`src/rtl/music_recorder.sv`:
```
// Slot-based note recorder: samples note_in once per slot into a buffer, then plays it back slot by slot.
// Optional macro REC_TRIM_SILENCE_EN drops leading silent slots from each recording.
module music_recorder #(
    parameter int unsigned DATA_WIDTH  = 10,
    parameter int unsigned DEPTH       = 192,
    parameter int unsigned SLOT_CYCLES = 20833333
) (
    input  logic                  clk,
    input  logic                  rst,
    input  logic                  rec_start,
    input  logic                  rec_stop,
    input  logic [DATA_WIDTH-1:0] note_in,
    input  logic                  read_en,
    input  logic                  read_rst,
    output logic [DATA_WIDTH-1:0] data_out,
    output logic                  output_ready,
    output logic                  recording,
    output logic                  full,
    output logic [7:0]            count
);

    localparam int unsigned CTR_W  = 25;
    localparam int unsigned CNT_W  = 8;
    localparam int unsigned ADDR_W = (DEPTH > 1) ? $clog2(DEPTH) : 1;
    localparam logic [CTR_W-1:0] SLOT_LAST = CTR_W'(SLOT_CYCLES);
    localparam logic [CNT_W-1:0] CNT_LAST  = CNT_W'(DEPTH - 1);

    typedef enum logic [1:0] {S_IDLE, S_REC, S_FULL} state_t;

    state_t                 state;
    state_t                 state_nxt;
    logic [CTR_W-1:0]       slot_ctr;
    logic [CTR_W-1:0]       rd_ctr;
    logic [CNT_W-1:0]       rd_ptr;
    logic [DATA_WIDTH-1:0]  mem [DEPTH];

    logic slot_done;
    logic slot_wr;
    logic slot_skip;

`ifdef REC_TRIM_SILENCE_EN
    // Set once the current recording has seen its first non-silent slot.
    logic heard;

    always_ff @(posedge clk) begin
        if (rst || rec_start) begin
            heard <= 1'b0;
        end else if (slot_done && (note_in != '0)) begin
            heard <= 1'b1;
        end
    end

    assign slot_skip = (note_in == '0) && !heard;
`else
    assign slot_skip = 1'b0;
`endif

    always_ff @(posedge clk) begin
        if (rst) begin
            state <= S_IDLE;
        end else begin
            state <= state_nxt;
        end
    end

    // Next state plus slot write strobe; rec_start restarts from any state.
    always_comb begin
        state_nxt = state;
        slot_done = 1'b0;
        slot_wr   = 1'b0;
        case (state)
            S_IDLE: begin
                if (rec_start) state_nxt = S_REC;
            end
            S_REC: begin
                slot_done = !rec_start && (slot_ctr == SLOT_LAST);
                slot_wr   = slot_done && !slot_skip;
                if (rec_start) begin
                    state_nxt = S_REC;
                end else if (slot_wr && (count == CNT_LAST)) begin
                    state_nxt = S_FULL;
                end else if (rec_stop) begin
                    state_nxt = S_IDLE;
                end
            end
            S_FULL: begin
                if (rec_start) state_nxt = S_REC;
            end
            default: state_nxt = S_IDLE;
        endcase
    end

    always_ff @(posedge clk) begin
        if (rst) begin
            recording <= 1'b0;
            full      <= 1'b0;
        end else begin
            recording <= (state_nxt == S_REC);
            full      <= (state_nxt == S_FULL);
        end
    end

    // Record side: slot timer and stored-slot count.
    always_ff @(posedge clk) begin
        if (rst || rec_start) begin
            count    <= '0;
            slot_ctr <= CTR_W'(1);
        end else if (state == S_REC) begin
            if (slot_done) begin
                slot_ctr <= CTR_W'(1);
                if (slot_wr) count <= count + CNT_W'(1);
            end else begin
                slot_ctr <= slot_ctr + CTR_W'(1);
            end
        end
    end

    always_ff @(posedge clk) begin
        if (slot_wr) mem[ADDR_W'(count)] <= note_in;
    end

    // Playback side: one registered read per cycle, pointer advances every slot.
    always_ff @(posedge clk) begin
        if (rst) begin
            rd_ptr       <= '0;
            rd_ctr       <= CTR_W'(1);
            data_out     <= '0;
            output_ready <= 1'b0;
        end else if (rec_start || read_rst) begin
            rd_ptr       <= '0;
            rd_ctr       <= CTR_W'(1);
            output_ready <= 1'b0;
        end else if (state == S_REC) begin
            output_ready <= 1'b0;
        end else if (read_en) begin
            if (rd_ptr < count) begin
                output_ready <= 1'b1;
                data_out     <= mem[ADDR_W'(rd_ptr)];
                if (rd_ctr == SLOT_LAST) begin
                    rd_ctr <= CTR_W'(1);
                    rd_ptr <= rd_ptr + CNT_W'(1);
                end else begin
                    rd_ctr <= rd_ctr + CTR_W'(1);
                end
            end else begin
                output_ready <= 1'b0;
            end
        end
    end

endmodule

```
`config.mk`:
```
export PLATFORM = sky130hd
export DESIGN_NAME = music_recorder
export DESIGN_NICKNAME = d
export VERILOG_FILES = /design/src/rtl/music_recorder.sv
export SDC_FILE = /design/constraint.sdc
export NUM_CORES = 2
export LEC_CHECK = 0
export ABC_AREA = 0
export BUFFER_PORTS_ARGS = -buffer_cell sky130_fd_sc_hd__buf_2
export CAP_MARGIN = 20
export CORE_MARGIN = 3
export CORE_UTILIZATION = 40
export CTS_BUF_LIST = sky130_fd_sc_hd__clkbuf_8
export DETAILED_ROUTE_END_ITERATION = 10
export PLACE_DENSITY = 0.53
export SYNTH_ARGS = -nofsm -noshare
export SYNTH_HDL_FRONTEND = slang
export SYNTH_SLANG_ARGS = --single-unit
```
`constraint.sdc`:
```
create_clock -name clk -period 4 [get_ports clk]
set_clock_uncertainty 0.15 [all_clocks]
set_input_delay 0.2 -clock clk [delete_from_list [all_inputs] [get_ports clk]]
set_output_delay 0.2 -clock clk [all_outputs]
set_load 0.01 [all_outputs]
```
==> impl_metrics.tcl <==
set metrics [dict create \
    status "completed" \
    critical_path_arrival_ns 4.54 \
    placed_cell_area_um2 84220 \
    max_slew_margin_pct 29.38 \
    viasPerCell 5.653 \
    coreArea_um2 193400 \
    syn2layout_area_growth_pct 15.95 \
    crit_required_ns 4.77 \
    grt_max_degree 102 \
    swShare_pct 21.26 \
    maxSlewViolCount 0 \
    synth-edff-count 1920 \
    grt.total_usage_pct 22.45 \
    p_comb_share_pct 1.2 \
    path_clk_slew_ns 0.06 \
    die_area_um2 200700 \
    power_mw 40.34 \
    rsz0062_at_grt "no" \
    drtAntennaViolNets 0 \
    reg2reg_setup_slack_ns 0.23 \
    hold_class "input pin to flip-flop" \
    num-fill-cells 16386 \
    switchingPower_mw 8.578 \
    power_frac_clock_pct 41.9 \
    final.min_clock_period_ns 3.770 \
    io_pins 37 \
    holdPathEnd "mem[2][6]" \
    fin_area_um2 90610 \
    post_cts_buffers 0 \
    wl_um 224900 \
    seq_area_frac_synth_pct 75.85 \
    synthesis.area_um2 78150 \
    layout-drive-gt1-share_pct 26.91 \
    synth_async_sr_flop_share_pct 0 \
    insertion_delay_ns 1.03 \
    start_util_pct 40.41 \
    dp.cells 6713 \
    nets 4596 \
    finalSetupViolCount 0 \
    syn_avg_cell_area_um2 19.74 \
    cts-root-buf "clkbuf_8" \
    h-tree-depth 5 \
    grt_pass1_vias 41957 \
    chipHeight_um 448.0 \
    p_leak_nw 28.69 \
    ys_ff_latch 2001 \
    tightest_slew_ns 1.057 \
    timing.fmax_mhz 265.2 \
    min_period_over_period_pct 94.25 \
    internal_power_mw 31.76 \
    final_cells 7338 \
    gp_congestion 0.9104 \
    grt_antenna_before_repair 4 \
    dpl.hpwl_um 141700 \
    ys_warn_count 0 \
    synthDistinctLibCells 69 \
    vias 41485 \
    synth_nets 3990 \
    critPathMaxFanout 30 \
    hold_ws_ns 0.07990 \
    reg2reg_depth 8 \
    powerDensity_nw_per_um2 445.2 \
    synth_cells 3958 \
    cts_sinks 2001 \
    drtPass1Iterations 5 \
    crit_type "flip-flop to flip-flop" \
    ys.flop_type "edfxtp_1" \
    fp-row-count 161 \
    cts_tree "done" \
    reg2reg_to "data_out[0]" \
    port_buffers 36 \
    overflow 0 \
    cts_buffer_depth 4 \
    wl_per_cell_um 30.65 \
    cts_buffers 347 \
    critPathCaptureType "flip-flop" \
    grt_pass1_wl_um 318700 \
    critPathLaunchType "flip-flop" \
    worst_ir_drop_vdd_v 0.0002358 \
    p_seq_share_pct 56.9 \
    timing.max_cap.violations 0 \
    whs_path_depth 2 \
    min_from "note_in[6]" \
    hold_violations 0 \
    r2r-start "rd_ptr[0]" \
    first_iter_violations 4417 \
    drc 0 \
    setup_tns_ns 0 \
    die_w_um 448.0 \
]
==> cell usage after synthesis, types with 11 or more instances <==
cell type / n / area share, %
ha_1: 16 / 0.26
a221oi_1: 46 / 0.52
o22ai_1: 39 / 0.31
mux2i_1: 294 / 3.8
nand4_1: 14 / 0.11
a211oi_1: 18 / 0.17
clkbuf_1: 98 / 0.47
mux4_2: 390 / 11
inv_1: 21 / 0.10
a22oi_1: 22 / 0.21
nand2_1: 88 / 0.42
o21ai_0: 45 / 0.29
buf_2: 80 / 0.51
dfxtp_1: 81 / 2.1
o221ai_1: 56 / 0.63
xnor2_1: 41 / 0.46
edfxtp_1: 1920 / 74
a21oi_1: 102 / 0.65
nor4_1: 16 / 0.13
buf_4: 39 / 0.37
nor3_1: 22 / 0.14
nor2b_1: 11 / 0.088
xor2_1: 18 / 0.20
nor2_1: 310 / 1.5
nand3_1: 39 / 0.25
==> cell type report <==
class	count	area, um^2	area share, %
sequential	2001	59300	65.44
multi-input combinational	1701	17630	19.46
clock buffer	354	4872	5.377
timing repair buffer	488	4317	4.764
tap	2526	3161	3.488
clock inverter	240	1225	1.352
inverter	25	100.1	0.1105
antenna	3	7.507	0.008285
==> routing by layer <==
layer	GRT usage (%)	vias to the layer above	part of all wire (%)
met5	0	-	0
met4	8.014	0	3.5
met3	4.757	360	7.3
met2	34.56	1623	46
met1	31.77	21996	43
li1	-	17506	-
==> worst max-delay path: stages (launching register included) <==
cell and delay, ns:
dfxtp_4 0.55, buf_12 0.22, buf_12 0.28, mux4_2 0.60, a22o_1 0.27, a221oi_1 0.22
a221o_1 0.29, o2111ai_1 0.56, a32o_1 0.48
==> worst max-delay path by stage <==
| stage | cells past startpoint | start | slack, ns | end |
|---|---|---|---|---|
| 5_1_grt | 12 | slot_ctr[1] | 0.12 | mem[166][5] |
| 3_3_place_gp | 11 | slot_ctr[1] | 0.12 | mem[119][3] |
| 6_report | 8 | rd_ptr[0] | 0.23 | data_out[0] |
| 4_1_cts | 11 | slot_ctr[1] | 0.10 | mem[167][0] |
| 3_5_place_dp | 11 | slot_ctr[1] | 0.18 | mem[119][4] |
| 2_1_floorplan | 9 | slot_ctr[0] | 0.83 | mem[156][0] |
==> power groups by stage <==
stage	combinational (mW)	sequential [mW]	clock, mW
6_report	0.485	22.9	16.9
3_5_place_dp	0.475	23.4	0
3_3_place_gp	0.463	23.4	0
5_1_grt	0.520	22.9	18.3
4_1_cts	0.498	22.9	17.3
2_1_floorplan	0.0205	23.4	0
==> registers in the layout, summed over array words and instances, names as in the netlist <==
signal and flops:
count 8, data_out 10, full 1, mem 1920
output_ready 1, rd_ctr 25, rd_ptr 8, recording 1
slot_ctr 25, state 2
==> per-stage QoR <==
stage	setup slack, ns	util [%]
3_3_place_gp	0.1219	43.51
6_report	0.2299	46.85
3_5_place_dp	0.1831	43.55
4_1_cts	0.1011	46.85
5_1_grt	0.1176	46.85
2_1_floorplan	0.8302	-
==> kinds of logic (layout without fill, tap and decap cells) <==
| logic type | count (synthesis) | in the layout | synth area share (%) |
|---|---|---|---|
| adders and majority gates | 16 | 16 | 0.2562 |
| buffers and inverters | 256 | 1107 | 1.622 |
| xor gates and xnor gates | 59 | 59 | 0.6612 |
| muxes | 691 | 691 | 15.11 |
| AOI/OAI and AO/OA | 384 | 384 | 3.370 |
| and+or+nand+nor | 551 | 551 | 3.132 |
| other | 0 | 3 | 0 |
| DFF | 2001 | 2001 | 75.85 |
==> timing repair <==
action                                  in CTS  in global routing
resized for setup                            0                  1
endpoints found under the hold margin     1955                  0
endpoints found under the setup margin       0                 20
hold buffers                                28                  0
==> cell usage in the layout (no fill, tap or decap), drive strengths merged, types with 41 or more instances in the layout <==
| master | instances |
|---|---|
| edfxtp | 1920 |
| buf | 460 |
| mux4 | 390 |
| clkbuf | 354 |
| nor2 | 310 |
| mux2i | 294 |
| inv | 134 |
| clkinv | 115 |
| a21oi | 102 |
| nand2 | 88 |
| dfxtp | 81 |
| o221ai | 56 |
| a221oi | 46 |
| o21ai | 45 |
| xnor2 | 41 |
Note: power is estimated with default switching activity, not from simulation.
